$ cat config.mk
export PLATFORM = sky130hd
export DESIGN_NAME = membus_arbiter
export DESIGN_NICKNAME = d
export VERILOG_FILES = /design/src/rtl/membus_arbiter.sv
export SDC_FILE = /design/constraint.sdc
export NUM_CORES = 1
export LEC_CHECK = 0
export ABC_AREA = 1
export CORE_AREA = 5 5 152 154
export CTS_CLUSTER_SIZE = 10
export DETAILED_ROUTE_END_ITERATION = 6
export DIE_AREA = 0 0 157 159
export GPL_TIMING_DRIVEN = 0
export PLACE_DENSITY = 0.55
export SLEW_MARGIN = 25
export SYNTH_ARGS = -nofsm -noshare
export SYNTH_HDL_FRONTEND = slang
export SYNTH_SLANG_ARGS = --single-unit
$ cat constraint.sdc
create_clock -name clk -period 1.6 [get_ports clk]
set_input_delay 0.16 -clock clk [delete_from_list [all_inputs] [get_ports clk]]
set_output_delay 0.16 -clock clk [all_outputs]
set_load 0.05 [all_outputs]
$ cat src/rtl/membus_arbiter.sv
// Round-robin arbiter sharing one memory bus between the icache and dcache refill engines.
// Optional response timeout is enabled by defining MEMBUS_ARB_TIMEOUT_EN.
module membus_arbiter #(
   parameter int unsigned TIMEOUT_CYCLES = 1024
) (
   input  logic        clk,
   input  logic        rst_n,
   input  logic        i_req_valid,
   output logic        i_req_ready,
   input  logic [31:0] i_req_addr,
   input  logic        i_req_wen,
   input  logic [31:0] i_req_wdata,
   output logic        i_resp_valid,
   output logic        i_resp_error,
   output logic [31:0] i_resp_addr,
   output logic [31:0] i_resp_rdata,
   input  logic        d_req_valid,
   output logic        d_req_ready,
   input  logic [31:0] d_req_addr,
   input  logic        d_req_wen,
   input  logic [31:0] d_req_wdata,
   output logic        d_resp_valid,
   output logic        d_resp_error,
   output logic [31:0] d_resp_addr,
   output logic [31:0] d_resp_rdata,
   output logic        mem_req_valid,
   input  logic        mem_req_ready,
   output logic [31:0] mem_req_addr,
   output logic        mem_req_wen,
   output logic [31:0] mem_req_wdata,
   input  logic        mem_resp_valid,
   input  logic        mem_resp_error,
   input  logic [31:0] mem_resp_addr,
   input  logic [31:0] mem_resp_rdata
);

   // state   | meaning
   // ST_IDLE | no transaction outstanding, grant evaluated every cycle
   // ST_WAIT | one transaction accepted, waiting for its response
   typedef enum logic {ST_IDLE, ST_WAIT} state_t;

   state_t state;
   logic   owner;       // 0 = icache, 1 = dcache
   logic   last_owner;
   logic   grant_d;
   logic   accept;
   logic   resp_fire;
   logic   resp_error;
   logic [31:0] resp_addr;
   logic [31:0] resp_rdata;
   logic   drop_pending;
   logic   timeout_hit;

`ifdef MEMBUS_ARB_TIMEOUT_EN
   localparam int CW = (TIMEOUT_CYCLES > 1) ? $clog2(TIMEOUT_CYCLES) : 1;
   logic [CW-1:0] wait_cnt;
   logic [31:0]   req_addr_q;
   logic          drop_q;

   assign drop_pending = drop_q;
   assign timeout_hit  = (state == ST_WAIT) && !mem_resp_valid &&
                         (wait_cnt == CW'(TIMEOUT_CYCLES - 1));
`else
   assign drop_pending = 1'b0;
   assign timeout_hit  = 1'b0;
`endif

   always_comb begin
      grant_d       = (i_req_valid && d_req_valid) ? ~last_owner : d_req_valid;
      mem_req_valid = (state == ST_IDLE) && !drop_pending && (i_req_valid || d_req_valid);
      mem_req_addr  = '0;
      mem_req_wen   = 1'b0;
      mem_req_wdata = '0;
      if (mem_req_valid) begin
         mem_req_addr  = grant_d ? d_req_addr  : i_req_addr;
         mem_req_wen   = grant_d ? d_req_wen   : i_req_wen;
         mem_req_wdata = grant_d ? d_req_wdata : i_req_wdata;
      end
      i_req_ready = mem_req_valid && !grant_d && mem_req_ready;
      d_req_ready = mem_req_valid &&  grant_d && mem_req_ready;
      accept      = mem_req_valid && mem_req_ready;

      resp_fire  = (state == ST_WAIT) && (mem_resp_valid || timeout_hit);
      resp_error = 1'b0;
      resp_addr  = '0;
      resp_rdata = '0;
      if (resp_fire) begin
         if (mem_resp_valid) begin
            resp_error = mem_resp_error;
            resp_addr  = mem_resp_addr;
            resp_rdata = mem_resp_rdata;
         end else begin
            resp_error = 1'b1;
`ifdef MEMBUS_ARB_TIMEOUT_EN
            resp_addr  = req_addr_q;
`endif
         end
      end

      i_resp_valid = resp_fire && !owner;
      i_resp_error = i_resp_valid ? resp_error : 1'b0;
      i_resp_addr  = i_resp_valid ? resp_addr  : '0;
      i_resp_rdata = i_resp_valid ? resp_rdata : '0;
      d_resp_valid = resp_fire && owner;
      d_resp_error = d_resp_valid ? resp_error : 1'b0;
      d_resp_addr  = d_resp_valid ? resp_addr  : '0;
      d_resp_rdata = d_resp_valid ? resp_rdata : '0;
   end

   always_ff @(posedge clk or negedge rst_n) begin
      if (!rst_n) begin
         state      <= ST_IDLE;
         owner      <= 1'b0;
         last_owner <= 1'b1;
`ifdef MEMBUS_ARB_TIMEOUT_EN
         wait_cnt   <= '0;
         req_addr_q <= '0;
         drop_q     <= 1'b0;
`endif
      end else begin
         case (state)
            ST_IDLE: begin
`ifdef MEMBUS_ARB_TIMEOUT_EN
               if (drop_q && mem_resp_valid)
                  drop_q <= 1'b0;
`endif
               if (accept) begin
                  owner      <= grant_d;
                  last_owner <= grant_d;
                  state      <= ST_WAIT;
`ifdef MEMBUS_ARB_TIMEOUT_EN
                  wait_cnt   <= '0;
                  req_addr_q <= mem_req_addr;
`endif
               end
            end
            ST_WAIT: begin
               if (mem_resp_valid) begin
                  state <= ST_IDLE;
               end else if (timeout_hit) begin
                  state <= ST_IDLE;
`ifdef MEMBUS_ARB_TIMEOUT_EN
                  drop_q <= 1'b1;
`endif
               end
`ifdef MEMBUS_ARB_TIMEOUT_EN
               else begin
                  wait_cnt <= wait_cnt + 1'b1;
               end
`endif
            end
            default: state <= ST_IDLE;
         endcase
      end
   end

endmodule

# [Word level (Yosys, flattened, before mapping)]
# Cells that the tools add are included.
[word_totals] register_bits=3 input_bits=201
[op_classes] muxes=22 bitwise=2 reduce_logical=14
[ops] operator="two-way mux 32 bit" n=12
[ops] operator="logical AND 1 bit" n=10
[ops] operator="two-way mux 1 bit" n=9
[ops] operator="zero test 1 bit" n=2
[ops] operator="inverter 1 bit" n=2
[ops] operator="one-hot mux 1 bit (2 select lines)" n=1
[ops] operator="AND reduction 2 bit" n=1
[ops] operator="logical OR 1 bit" n=1

# [Logic depth before layout (Yosys ltp)]
[depth] word_depth=5 depth_mapped=7 depth_no_buf=5

# [Least setup slack after synthesis]
# OpenSTA, ideal clock, no wires.
[synth_path] path_kind="reg-to-output" startpoint="register state" endpoint="output port i_resp_addr[12]" arrival_time_ps=1960 required_ps=1440 slack_ps=-520 path_stages_with_launch=7 cell_sequence="dfrtp_1 > nand2_1 > nor2_2 > inv_1 > buf_4 > buf_6 > nor2_1"
[synth_via] elab_chain_len=3 word_cells_on_any_way=4 classes_between="mux: 2; reduce/logical: 2"
[synth_lines] item="from (decl)" line="42" source="state_t state;"
[synth_lines] item="from (signal assigned)" line="112" source="state <= ST_IDLE;"
[synth_lines] item="from (signal assigned)" line="130" source="state <= ST_WAIT;"
[synth_lines] item="from (signal assigned)" line="139" source="state <= ST_IDLE;"
[synth_lines] item="logical AND 1 bit" line="83" source="resp_fire = (state == ST_WAIT) && (mem_resp_valid || timeout_hit);"
[synth_lines] item="logical AND 1 bit" line="100" source="i_resp_valid = resp_fire && !owner;"
[synth_lines] item="named net i_resp_valid" line="13" source="output logic i_resp_valid,"
[synth_lines] item="two-way mux 32 bit" line="102" source="i_resp_addr = i_resp_valid ? resp_addr : '0;"
[synth_lines] item="to (decl)" line="15" source="output logic [31:0] i_resp_addr,"
# The timed path passes the listed nets, and every way through them passes these cells.

# [Worst setup path in the final report]
[layout_path] startpoint="register last_owner" endpoint="output port mem_req_wdata[2]"
[layout_via] elab_chain_len=4
[layout_lines] item="from (decl)" line="44" source="logic last_owner;"
[layout_lines] item="from (signal assigned)" line="129" source="last_owner <= grant_d;"
[layout_lines] item="inverter 1 bit" line="69" source="grant_d = (i_req_valid && d_req_valid) ? ~last_owner : d_req_valid;"
[layout_lines] item="two-way mux 1 bit" line="69"
[layout_lines] item="two-way mux 32 bit" line="77" source="mem_req_wdata = grant_d ? d_req_wdata : i_req_wdata;"
[layout_lines] item="two-way mux 32 bit" line="74" source="if (mem_req_valid) begin"
[layout_lines] item="to (decl)" line="30" source="output logic [31:0] mem_req_wdata,"
# No other way between the ends.

==> summary.md <==
| Metric | Value |
|---|---|
| Outcome | `complete, but fails checks` |
| Violated checks | `negative setup slack` |
| Initial drt markers | `87` |
| R2r endpoint | `owner` |
| First-pass GRT wire length | `roughly 28 mm` |
| Synth top area share | `22.8%` |
| Worst endpoint required time | `between 1 and 1.5 ns` |
| Crit-path most repeated cell | `clkbuf_16` |
| Worst path arrival time | `around 1.6 ns` |
| Number of synthesized register bits | `3` |
| CP startpoint kind | `flip-flop` |
| Lkg Pwr | `between 4 and 5 nW` |
| Routed WL per cell | `approximately 18 µm` |
| R2R setup slack | `roughly 0.38 ns` |
| Most common cell in the netlist | `nor2_1` |
| Syn. warnings | `0` |
| Post-synth top cells | `132 x nor2_1, 74 x nand2_1, 72 x inv_1, 66 x nand3_1, 66 x nand4_1` |
| H-tree levels | `1` |
| Power per cell area | `~630 mW/mm²` |
| R2R Path Start | `last_owner` |
| Biggest area consumer among synthesized cells | `nor2_1` |
| Chip width | `157 µm` |
| Switching power | `roughly 0.0031 W` |
| Fmax | `around 560 MHz` |
| Die area | `between 0.02 and 0.025 mm²` |
| Post-Syn Area per Cell | `4.66 µm²` |
| ANT nets after route | `0` |
| Asr flop ratio synth | `100%` |
| # rows | `54` |
| Num CTS Buffers | `3` |
| Post-Place Cells | `1146` |
| Largest net degree at the start of global routing | `11` |
| GP Congestion | `approximately 0.80` |
| Post-Synthesis Cells | `467` |
| Final Max Tran Viols | `0` |
| Synth area leaders | `nor2_1 23%, nand4_1 19%, nand3_1 15%` |
| Max VDD drop | `0.000328 V` |
| Final worst-path cycle share | `111%` |
| All-layer global routing usage | `between 10% and 20%` |
| CTS tree | `yes` |
| Sequential Power Share | `2.4%` |
| Worst-path maximum fanout | `5` |
| Syn Nets | `about 670` |
| Final setup margin | `-0.171 ns` |
| I/O pin count | `401` |
| WL final | `~21 mm` |
| Post-DP HPWL | `16.7 mm` |
| Slowest-stage cell, CP | `dfstp_2` |
| Slew margin rel. | `about two thirds` |
| Critical path class | `flip-flop to output port` |
| Met2 Track Usage GR | `roughly 27%` |
| DR pass1 iterations | `4` |
| Layout area overhead | `310%` |
| Root buffer cell | `clkbuf_16` |
| DR DRC count | `0` |
| Final clock skew | `0.000908 ns` |
| Fillers | `between 2000 and 2500` |
| Switching Share | `a little over half` |
| Layer with the highest usage | `met2` |
| Reg clk slew, reported paths | `approximately 0.03 ns` |
| Logic gate share of total power | `between 90% and 100%` |
| Tmin final | `1.77 ns` |
| Worst Hold Class | `input port to async pin` |
| Post-synth cell types | `14` |
| Clock Power Share | `between 7 and 8%` |
| Core area | `0.0216 mm²` |
| GRT Residual Overflow | `0` |
| CP top delay family | `flip-flops` |
| I/O Buffers | `399` |
| Vias in the first global route | `about 5000` |
| Worst slew pin tran | `approximately 0.51 ns` |
| Final Hold Viols | `0` |
| Buffers & Inverters on Critical Path | `3` |
| Internal Pwr Total | `0.00252 W` |
| RSZ-0062 raised after global routing | `yes` |
| Post-DR vias/cell | `between 4 and 5` |
| Met1 usage | `around 15%` |
| Register area share after synthesis | `approximately 3.5%` |
| Layout Cells excl Fill | `~1200` |
| Total number of vias | `approximately 4800` |
| Final nets | `approximately 1100` |
| Syn Std Cell Area | `approximately 0.0022 mm²` |
| MaxCap Viol Count | `0` |
| Die height | `159 µm` |
| Initial antenna violation count | `3` |
| Final setup viols | `around 150` |
| R2R cell count | `5` |
| Max Root-Sink Buffers | `2` |
| Max incr delay on CP | `0.55 ns` |
| Post-synth EDFFs | `0` |
| Met3 Usage GRT | `~4.5%` |
| Final setup TNS | `-11.67 ns` |
| Sinks on Clock Net | `3` |
| CP Cell Sequence | `nand2_4 -> nand2_8 -> clkbuf_16 -> clkbuf_16 -> nand3_1 -> nand2_1 -> buf_6` |
| Initial Utilization | `roughly a tenth` |
| CTS Hold Bufs | `0` |
| Top FF cell, synth | `dfrtp_1` |
| Share of cells above drive strength 1 | `54.4%` |
| CP endpoint kind | `output port` |
| Clock latency on the worst-skew pair | `about 0.22 ns` |
placed cells by master, fill, tap and decap left out, types with 32 or more instances in the layout:
master	instances
buf_6	147
nand4_1	66
nand2_1	35
nand3_2	32
buf_8	63
nor2_2	48
inv_1	68
nand2_2	34
nor2_4	81
clkdlybuf4s50_1	197
kinds of logic (layout without fill, tap and decap cells):
kind of cell           Yosys count  after routing  share of synthesized area, %
other                            0              1                             0
buffers and inverters          122            549                          25.8
DFF                              3              3                          3.51
and+or+nand+nor                340            340                          70.3
AOI/OAI and AO/OA                2              2                         0.460
timing repair:
item | 4_1_cts | 5_1_grt
pin swaps | 9 | 42
resized for setup | 1503 | 260
endpoints found under the setup margin | 200 | 200
setup buffers | 6 | 3
cloned | 5 | 14
worst max path at each step:
stage / from / end / slack (ns) / cells past startpoint
6_report: last_owner / mem_req_wdata[2] / -0.17 / 7
5_1_grt: last_owner / mem_req_wdata[2] / -0.24 / 7
3_5_place_dp: i_req_valid / mem_req_wdata[3] / -0.97 / 8
2_1_floorplan: state / i_resp_addr[12] / -0.15 / 6
3_3_place_gp: mem_resp_valid / d_resp_addr[24] / -1.00 / 8
4_1_cts: last_owner / mem_req_wdata[28] / -0.17 / 7
power groups by stage:
stage	registers, W	logic (W)	clock network [W]
after floorplan	0.000112	0.00235	0
after global placement	0.000117	0.00394	0
after detailed placement	0.000118	0.00394	0
after CTS	0.000123	0.00447	0.000402
after global routing	0.000135	0.00529	0.000414
final	0.000133	0.00506	0.000394
per-layer routing:
metal / routed length (µm) / vias to the layer above / part of all wire (%)
li1: - / 2352 / -
met1: 7170 / 2130 / 34
met2: 11300 / 250 / 54
met3: 2080 / 28 / 9.9
met4: 498 / 4 / 2.4
met5: 26 / - / 0.12
sequential cells by signal (all words and copies together), names as in the netlist:
signal      flops
last_owner      1
owner           1
state           1
metrics by stage:
stage | total power [W] | instance area (µm²) | util, % | setup WS (ns) | hold slack, ns
floorplan | 0.00246 | 2430 | - | -0.153 | -0.136
global placement | 0.00406 | 6770 | 31.4 | -1.00 | 0.353
detailed placement | 0.00405 | 6770 | 31.4 | -0.973 | 0.361
CTS | 0.00499 | 7650 | 35.5 | -0.172 | 0.136
global route | 0.00583 | 8930 | 41.4 | -0.238 | 0.147
finish | 0.00558 | 8930 | 41.4 | -0.171 | 0.139
final cells by class:
type                            count  area [µm²]  area share [%]
Antenna cell                        1        2.50          0.0280
Buffer                             49         584            6.54
Clock buffer                        4        78.8           0.883
Inverter                           72         283            3.17
Multi-Input combinational cell    342        2640            29.5
Sequential cell                     3        78.8           0.883
Tap cell                          280         350            3.92
Timing Repair Buffer              424        4910            55.0
Power figures use the tool's default switching activity.
